### src/rtl/slot_pkg.sv
// Shared constants and helpers for the slot-machine game controller.
package slot_pkg;

  // FSM state encodings
  localparam logic [1:0] IDLE     = 2'd0;
  localparam logic [1:0] SPIN     = 2'd1;
  localparam logic [1:0] STOPPING = 2'd2;
  localparam logic [1:0] PAYOUT   = 2'd3;

  localparam int unsigned DEF_PAIR_MULT    = 2;
  localparam int unsigned DEF_JACKPOT_MULT = 50;

  // Clamp an unsigned value to the largest w-bit number.
  function automatic logic [63:0] sat_max(input logic [63:0] v, input int unsigned w);
    logic [63:0] lim;
    lim = (w >= 64) ? '1 : ((64'd1 << w) - 64'd1);
    return (v > lim) ? lim : v;
  endfunction

endpackage

### src/rtl/slot_reel.sv
// One reel: modulo-NUM_SYMBOLS counter stepping by STRIDE, with freeze and freeze-clear.
module slot_reel
#(
  parameter int unsigned NUM_SYMBOLS = 10,
  parameter int unsigned SYM_W       = 4,
  parameter int unsigned STRIDE      = 1
)(
  input  logic             clk,
  input  logic             rst,
  input  logic             adv,
  input  logic             freeze,
  input  logic             clear,
  output logic [SYM_W-1:0] value,
  output logic             frozen
);

  localparam int unsigned SW = SYM_W + 1;
  localparam logic [SW-1:0] STEP_V = SW'(STRIDE % NUM_SYMBOLS);
  localparam logic [SW-1:0] MOD_V  = SW'(NUM_SYMBOLS);

  logic [SW-1:0]    sum_c;
  logic [SYM_W-1:0] next_c;

  // Value and step are both below NUM_SYMBOLS, so one subtraction wraps.
  always_comb begin
    sum_c  = {1'b0, value} + STEP_V;
    next_c = (sum_c >= MOD_V) ? SYM_W'(sum_c - MOD_V) : SYM_W'(sum_c);
  end

  // Freeze takes the value advanced in the same cycle.
  always_ff @(posedge clk) begin
    if (rst) begin
      value  <= '0;
      frozen <= 1'b0;
    end else begin
      if (adv && !frozen) value <= next_c;
      if (freeze)         frozen <= 1'b1;
      else if (clear)     frozen <= 1'b0;
    end
  end

endmodule

### src/rtl/slot_game_ctrl.sv
// Slot-machine game controller: credit balance, bets, reel spin/stop and payout.
// Optional `AUTO_STOP_EN adds AUTO_STOP_TICKS, ending SPIN automatically.
module slot_game_ctrl
  import slot_pkg::*;
#(
  parameter int unsigned NUM_REELS    = 4,
  parameter int unsigned SYM_W        = 4,
  parameter int unsigned NUM_SYMBOLS  = 10,
  parameter int unsigned BAL_W        = 27,
  parameter int unsigned STOP_GAP     = 4,
  parameter int unsigned PAIR_MULT    = DEF_PAIR_MULT,
  parameter int unsigned JACKPOT_MULT = DEF_JACKPOT_MULT
`ifdef AUTO_STOP_EN
  ,
  parameter int unsigned AUTO_STOP_TICKS = 64
`endif
)(
  input  logic                       clk,
  input  logic                       rst,
  input  logic                       tick,
  input  logic                       credit_valid,
  input  logic [BAL_W-1:0]           credit_amt,
  input  logic                       bet_valid,
  input  logic [BAL_W-1:0]           bet_amt,
  input  logic                       stop_req,
  output logic                       bet_reject,
  output logic [NUM_REELS*SYM_W-1:0] reels,
  output logic [NUM_REELS-1:0]       frozen,
  output logic [BAL_W-1:0]           balance,
  output logic                       win_valid,
  output logic [BAL_W-1:0]           win_amt,
  output logic                       busy
);

  localparam int unsigned PW    = BAL_W + 8;
  localparam int unsigned SW    = BAL_W + 2;
  localparam int unsigned GAP_W = $clog2(STOP_GAP + 1);
  localparam int unsigned IDX_W = $clog2(NUM_REELS);

  logic [1:0]       state_q, state_d;
  logic [GAP_W-1:0] gap_q, gap_d, gap_inc;
  logic [IDX_W-1:0] idx_q, idx_d;
  logic [BAL_W-1:0] bet_q, bet_d;
  logic [BAL_W-1:0] balance_d;
  logic             bet_rej_d;

`ifdef AUTO_STOP_EN
  localparam int unsigned AW = $clog2(AUTO_STOP_TICKS + 1);
  logic [AW-1:0] spin_cnt_q, spin_cnt_d;
`endif

  logic                 adv_c;
  logic                 clear_c;
  logic [NUM_REELS-1:0] freeze_c;
  logic                 bet_ok;
  logic                 pay;

  logic [SYM_W-1:0] reel_val [NUM_REELS];
  logic             all_eq;
  logic [PW-1:0]    prod_jack, prod_pair;
  logic [BAL_W-1:0] win_c;
  logic [BAL_W-1:0] credit_add, win_add, bet_sub;
  logic [SW-1:0]    bal_sum;

  // Reel bank: reel i steps by i+1 per tick while not frozen.
  for (genvar i = 0; i < NUM_REELS; i++) begin : g_reel
    slot_reel #(
      .NUM_SYMBOLS (NUM_SYMBOLS),
      .SYM_W       (SYM_W),
      .STRIDE      (i + 1)
    ) u_reel (
      .clk    (clk),
      .rst    (rst),
      .adv    (adv_c),
      .freeze (freeze_c[i]),
      .clear  (clear_c),
      .value  (reel_val[i]),
      .frozen (frozen[i])
    );
    assign reels[i*SYM_W +: SYM_W] = reel_val[i];
  end

  // Payout evaluation on the frozen reels; jackpot outranks pair.
  always_comb begin
    all_eq = 1'b1;
    for (int unsigned i = 1; i < NUM_REELS; i++) begin
      if (reel_val[i] != reel_val[0]) all_eq = 1'b0;
    end
    prod_jack = PW'(bet_q) * PW'(JACKPOT_MULT);
    prod_pair = PW'(bet_q) * PW'(PAIR_MULT);
    if (all_eq)                         win_c = BAL_W'(sat_max(64'(prod_jack), BAL_W));
    else if (reel_val[0] == reel_val[1]) win_c = BAL_W'(sat_max(64'(prod_pair), BAL_W));
    else                                win_c = '0;
  end

  // Next-state and control decode.
  always_comb begin
    state_d   = state_q;
    gap_d     = gap_q;
    idx_d     = idx_q;
    bet_d     = bet_q;
    bet_rej_d = 1'b0;
    bet_ok    = 1'b0;
    pay       = 1'b0;
    clear_c   = 1'b0;
    freeze_c  = '0;
    gap_inc   = gap_q + GAP_W'(1);
    adv_c     = tick && ((state_q == SPIN) || (state_q == STOPPING));
`ifdef AUTO_STOP_EN
    spin_cnt_d = spin_cnt_q;
`endif

    case (state_q)
      IDLE: begin
        if (bet_valid) begin
          if ((bet_amt != '0) && (bet_amt <= balance)) begin
            bet_ok  = 1'b1;
            bet_d   = bet_amt;
            clear_c = 1'b1;
            state_d = SPIN;
`ifdef AUTO_STOP_EN
            spin_cnt_d = '0;
`endif
          end else begin
            bet_rej_d = 1'b1;
          end
        end
      end
      SPIN: begin
        if (stop_req) begin
          state_d = STOPPING;
          gap_d   = '0;
          idx_d   = '0;
        end
`ifdef AUTO_STOP_EN
        else if (tick) begin
          if (spin_cnt_q + AW'(1) == AW'(AUTO_STOP_TICKS)) begin
            state_d = STOPPING;
            gap_d   = '0;
            idx_d   = '0;
          end else begin
            spin_cnt_d = spin_cnt_q + AW'(1);
          end
        end
`endif
      end
      STOPPING: begin
        if (tick) begin
          if (gap_inc == GAP_W'(STOP_GAP)) begin
            freeze_c = NUM_REELS'(1) << idx_q;
            gap_d    = '0;
            idx_d    = idx_q + IDX_W'(1);
            if (idx_q == IDX_W'(NUM_REELS - 1)) state_d = PAYOUT;
          end else begin
            gap_d = gap_inc;
          end
        end
      end
      PAYOUT: begin
        pay     = 1'b1;
        state_d = IDLE;
      end
      default: state_d = IDLE;
    endcase

    // Credit, bet debit and payout merge into one saturated update.
    credit_add = credit_valid ? credit_amt : '0;
    win_add    = pay ? win_c : '0;
    bet_sub    = bet_ok ? bet_amt : '0;
    bal_sum    = SW'(balance) + SW'(credit_add) + SW'(win_add) - SW'(bet_sub);
    balance_d  = BAL_W'(sat_max(64'(bal_sum), BAL_W));
  end

  // State and registered outputs.
  always_ff @(posedge clk) begin
    if (rst) begin
      state_q    <= IDLE;
      gap_q      <= '0;
      idx_q      <= '0;
      bet_q      <= '0;
      balance    <= '0;
      bet_reject <= 1'b0;
      win_valid  <= 1'b0;
      win_amt    <= '0;
      busy       <= 1'b0;
`ifdef AUTO_STOP_EN
      spin_cnt_q <= '0;
`endif
    end else begin
      state_q    <= state_d;
      gap_q      <= gap_d;
      idx_q      <= idx_d;
      bet_q      <= bet_d;
      balance    <= balance_d;
      bet_reject <= bet_rej_d;
      win_valid  <= pay;
      if (pay) win_amt <= win_c;
      busy       <= (state_d != IDLE);
`ifdef AUTO_STOP_EN
      spin_cnt_q <= spin_cnt_d;
`endif
    end
  end

endmodule

### config.mk
export PLATFORM = sky130hd
export DESIGN_NAME = slot_game_ctrl
export DESIGN_NICKNAME = d
export VERILOG_FILES = /design/src/rtl/slot_pkg.sv /design/src/rtl/slot_reel.sv /design/src/rtl/slot_game_ctrl.sv
export SDC_FILE = /design/constraint.sdc
export NUM_CORES = 1
export LEC_CHECK = 0
export CAP_MARGIN = 40
export CELL_PAD_IN_SITES_DETAIL_PLACEMENT = 0
export CELL_PAD_IN_SITES_GLOBAL_PLACEMENT = 2
export CORE_MARGIN = 5
export CORE_UTILIZATION = 35
export CTS_CLUSTER_DIAMETER = 80
export DETAILED_ROUTE_END_ITERATION = 12
export HOLD_SLACK_MARGIN = 0.12
export PLACE_DENSITY_LB_ADDON = 0.25
export SETUP_SLACK_MARGIN = 0.4
export SYNTH_ARGS = -nofsm -noshare
export SYNTH_HDL_FRONTEND = slang
export SYNTH_SLANG_ARGS = --single-unit
### constraint.sdc
create_clock -name clk -period 7.95 [get_ports clk]
set_input_delay 1.1925 -clock clk [delete_from_list [all_inputs] [get_ports clk]]
set_output_delay 1.1925 -clock clk [all_outputs]
set_load 0.05 [all_outputs]
==> flow_summary.yaml <==
clock_network:
  h-tree-depth: 3
  cts_buffers: 9
  root_buffer: "clkbuf_16"
  cts_buffer_depth: 2
  clk_pin_slew_ps: 80
  clk_latency_ps: 380
  cts_tree: "built"
  clkSinkCount: 109
  holdBufCountCts: 0
floorplan:
  fp.coreArea_um2: 33400
  pin_count: 137
  dieArea_um2: 37400
  die_h_um: 193
  row_count: 67
  start_util: 0.353
  die_w_um: 193
synthesis:
  ys_ff_latch: 109
  synth-async-reset-ratio: 0
  synth_top_area_frac: 0.185
  synth_area_leaders: "dfxtp_1, ha_1, fa_1"
  synthesis.area_um2: 11800
  synth_top_area_cell: "dfxtp_1"
  avgSynthCellArea_um2: 8.14
  ys_types: 75
  synth_edf_count: 0
  ys_seq_area_frac: 0.185
  yosysWarnings: 0
  syn_inst: 1446
  synth_ff_type: "dfxtp_1"
cells_and_area:
  antennaDiodeCount: 0
  area_growth_pct: 20.6
  final_nets: 1878
  drive_gt1_frac: 0.0746
  final_common_cell: "inv_1"
  layout.cells.most_common_list: "inv_1, ha_1, clkdlybuf4s50_1"
  stdcell_count: 2029
timing:
  relSlewSlack: 0.462
  worst_clock_skew_ps: 11.6
  rsz0062_at_grt: "no"
  maxSlewViolCount: 0
  setup_viol: 0
  tightest_slew_ps: 798
  fin_crit_ps: 7280
  finalHoldViolations: 0
  fmax_mhz: 137
  post-route-period-util: 0.916
  totalNegativeSetupSlack_ps: 0
setup_path:
  worst_setup_path_end_kind: "flip-flop"
  worstPathRequired_ps: 8190
  crit_path_start_kind: "input pin"
  crit_arrival_ps: 7520
  worstPathMaxFanout: 10
  worstSetupPathType: "input pin to flip-flop"
global_route:
  grt-ovfl-total: 0
  antenna_found_initial: 0
  grtUsageTotal: 0.195
  grt_use_met2: 0.302
  grt.busiest_layer: "met2"
  grt_max_degree: 68
  first_global_vias: 10400
  use_met3: 0.0273
  grtUsageMet1: 0.291
  grt_first_pass_wirelength_um: 58800
routing:
  postRouteAntennaNets: 0
  first_pass_iters: 5
  route.detailed.drc: 0
  wirelength_um: 37100
  via_per_inst: 5.08
  dr_total_vias: 10300
  wl_per_cell_um: 18.3
  drt_iter0_markers: 524
power:
  p_leak_nw: 6.68
  power_density_nw_per_um2: 457
  power.total_mw: 6.49
  ir_drop_uv: 602
place:
  port_buffers: 134
  place_inst: 2005
  hpwl_um: 30400
  routabilityCongestion: 0.868
outcome:
  status: "finished clean"
hold_path:
  hold_path.class: "flip-flop to flip-flop"
job:
  maxCapViolCount: 0
[metal layers]
metal	up-vias	part of all wire
li1	5184	-
met1	4914	0.51
met2	186	0.44
met3	27	0.039
met4	0	0.011
met5	-	0
[Yosys cell counts, types with 9 or more instances]
master      n
mux2i_1    29
nand2_1   119
a221oi_1   10
a21o_1     43
o211ai_1   11
nor2_1    110
nand4_1    14
nand3_1    16
buf_2      10
a31oi_1    30
xnor2_1    29
dfxtp_1   109
o21ai_0    60
nand2b_1    9
a21oi_1   107
and2_1     32
clkbuf_1   35
fa_1       77
xor2_1     29
inv_1     214
nor3_1     38
ha_1      164
o21a_1     11
[logic make-up after synthesis]
group                      after synthesis  share of synthesized area
buffers and inverters                  273                     0.0929
adders and majority gates              241                      0.305
xor gates and xnor gates                58                     0.0431
muxes                                   30                     0.0256
DFF                                    109                      0.185
other                                    1                   0.000318
and+or+nand+nor                        389                      0.157
AOI/OAI and AO/OA                      345                      0.190
[critical path: stages]
cell and delay (ps):
clkdlybuf4s50_1 470, ha_1 330, a21o_1 190, a21o_1 170, a21o_1 170, a21o_1 170, a211o_1 360, a2111oi_4 370
a21o_2 240, buf_4 120, and2_1 150, fa_1 430, inv_1 90, fa_1 400, ha_1 290, or4_4 580
nor4_4 370, o31ai_4 140, a2111oi_4 400, o31a_2 220, o211ai_1 170, buf_4 220, o21ai_4 130, a31oi_1 130
[timing repair]
| item | 4_1_cts | 5_1_grt |
|---|---|---|
| gates cloned | 0 | 2 |
| hold endpoints to repair | 0 | 0 |
| setup buffers | 0 | 7 |
| pin swaps | 0 | 14 |
| endpoints found under the setup margin | 20 | 27 |
| resized for setup | 1 | 39 |
[worst paths after layout]
path,from,endpoint,slack [ps],depth (start not counted)
setup / recovery,bet_amt[20],balance[15],670,24
hold / removal,win_amt[24],win_amt[24],470,2
setup reg to reg,bet_q[7],balance[15],780,28
hold reg to reg,win_amt[24],win_amt[24],470,2
[registers in the layout, indices dropped and copies added, names as in the netlist, 2 cells and up]
name and count:
g_reel.u_reel.frozen 4, g_reel.u_reel.value 14, balance 27, win_amt 27, bet_q 27, idx_q 2, state_q 2, gap_q 3
[metrics by stage]
step                      worst slack, ps  instance area [µm²]  utilization  hold WS (ps)
after floorplan                      1180                11800            -           458
after global placement                250                13600        0.409           456
after detailed placement              135                13700        0.410           461
after CTS                             457                14000        0.419           476
after global routing                  442                14200        0.426           498
final                                 667                14200        0.426           475
[where the power goes]
part           leakage [nW]  internal, mW  switching (mW)
Combinational          5.64          2.04            3.14
Sequential            0.898         0.681           0.132
Clock                 0.144         0.247           0.243
[area by class of cell]
| class | instances | area, µm² |
|---|---|---|
| repair buffers | 175 | 1670 |
| well taps | 448 | 561 |
| clock buffers | 9 | 225 |
| fillers | 3463 | 19200 |
| flip-flops and latches | 109 | 2200 |
| multi-input cells | 1067 | 8660 |
| clock inverters | 6 | 71.3 |
| inverters | 215 | 807 |
Power figures use the tool's default switching activity.
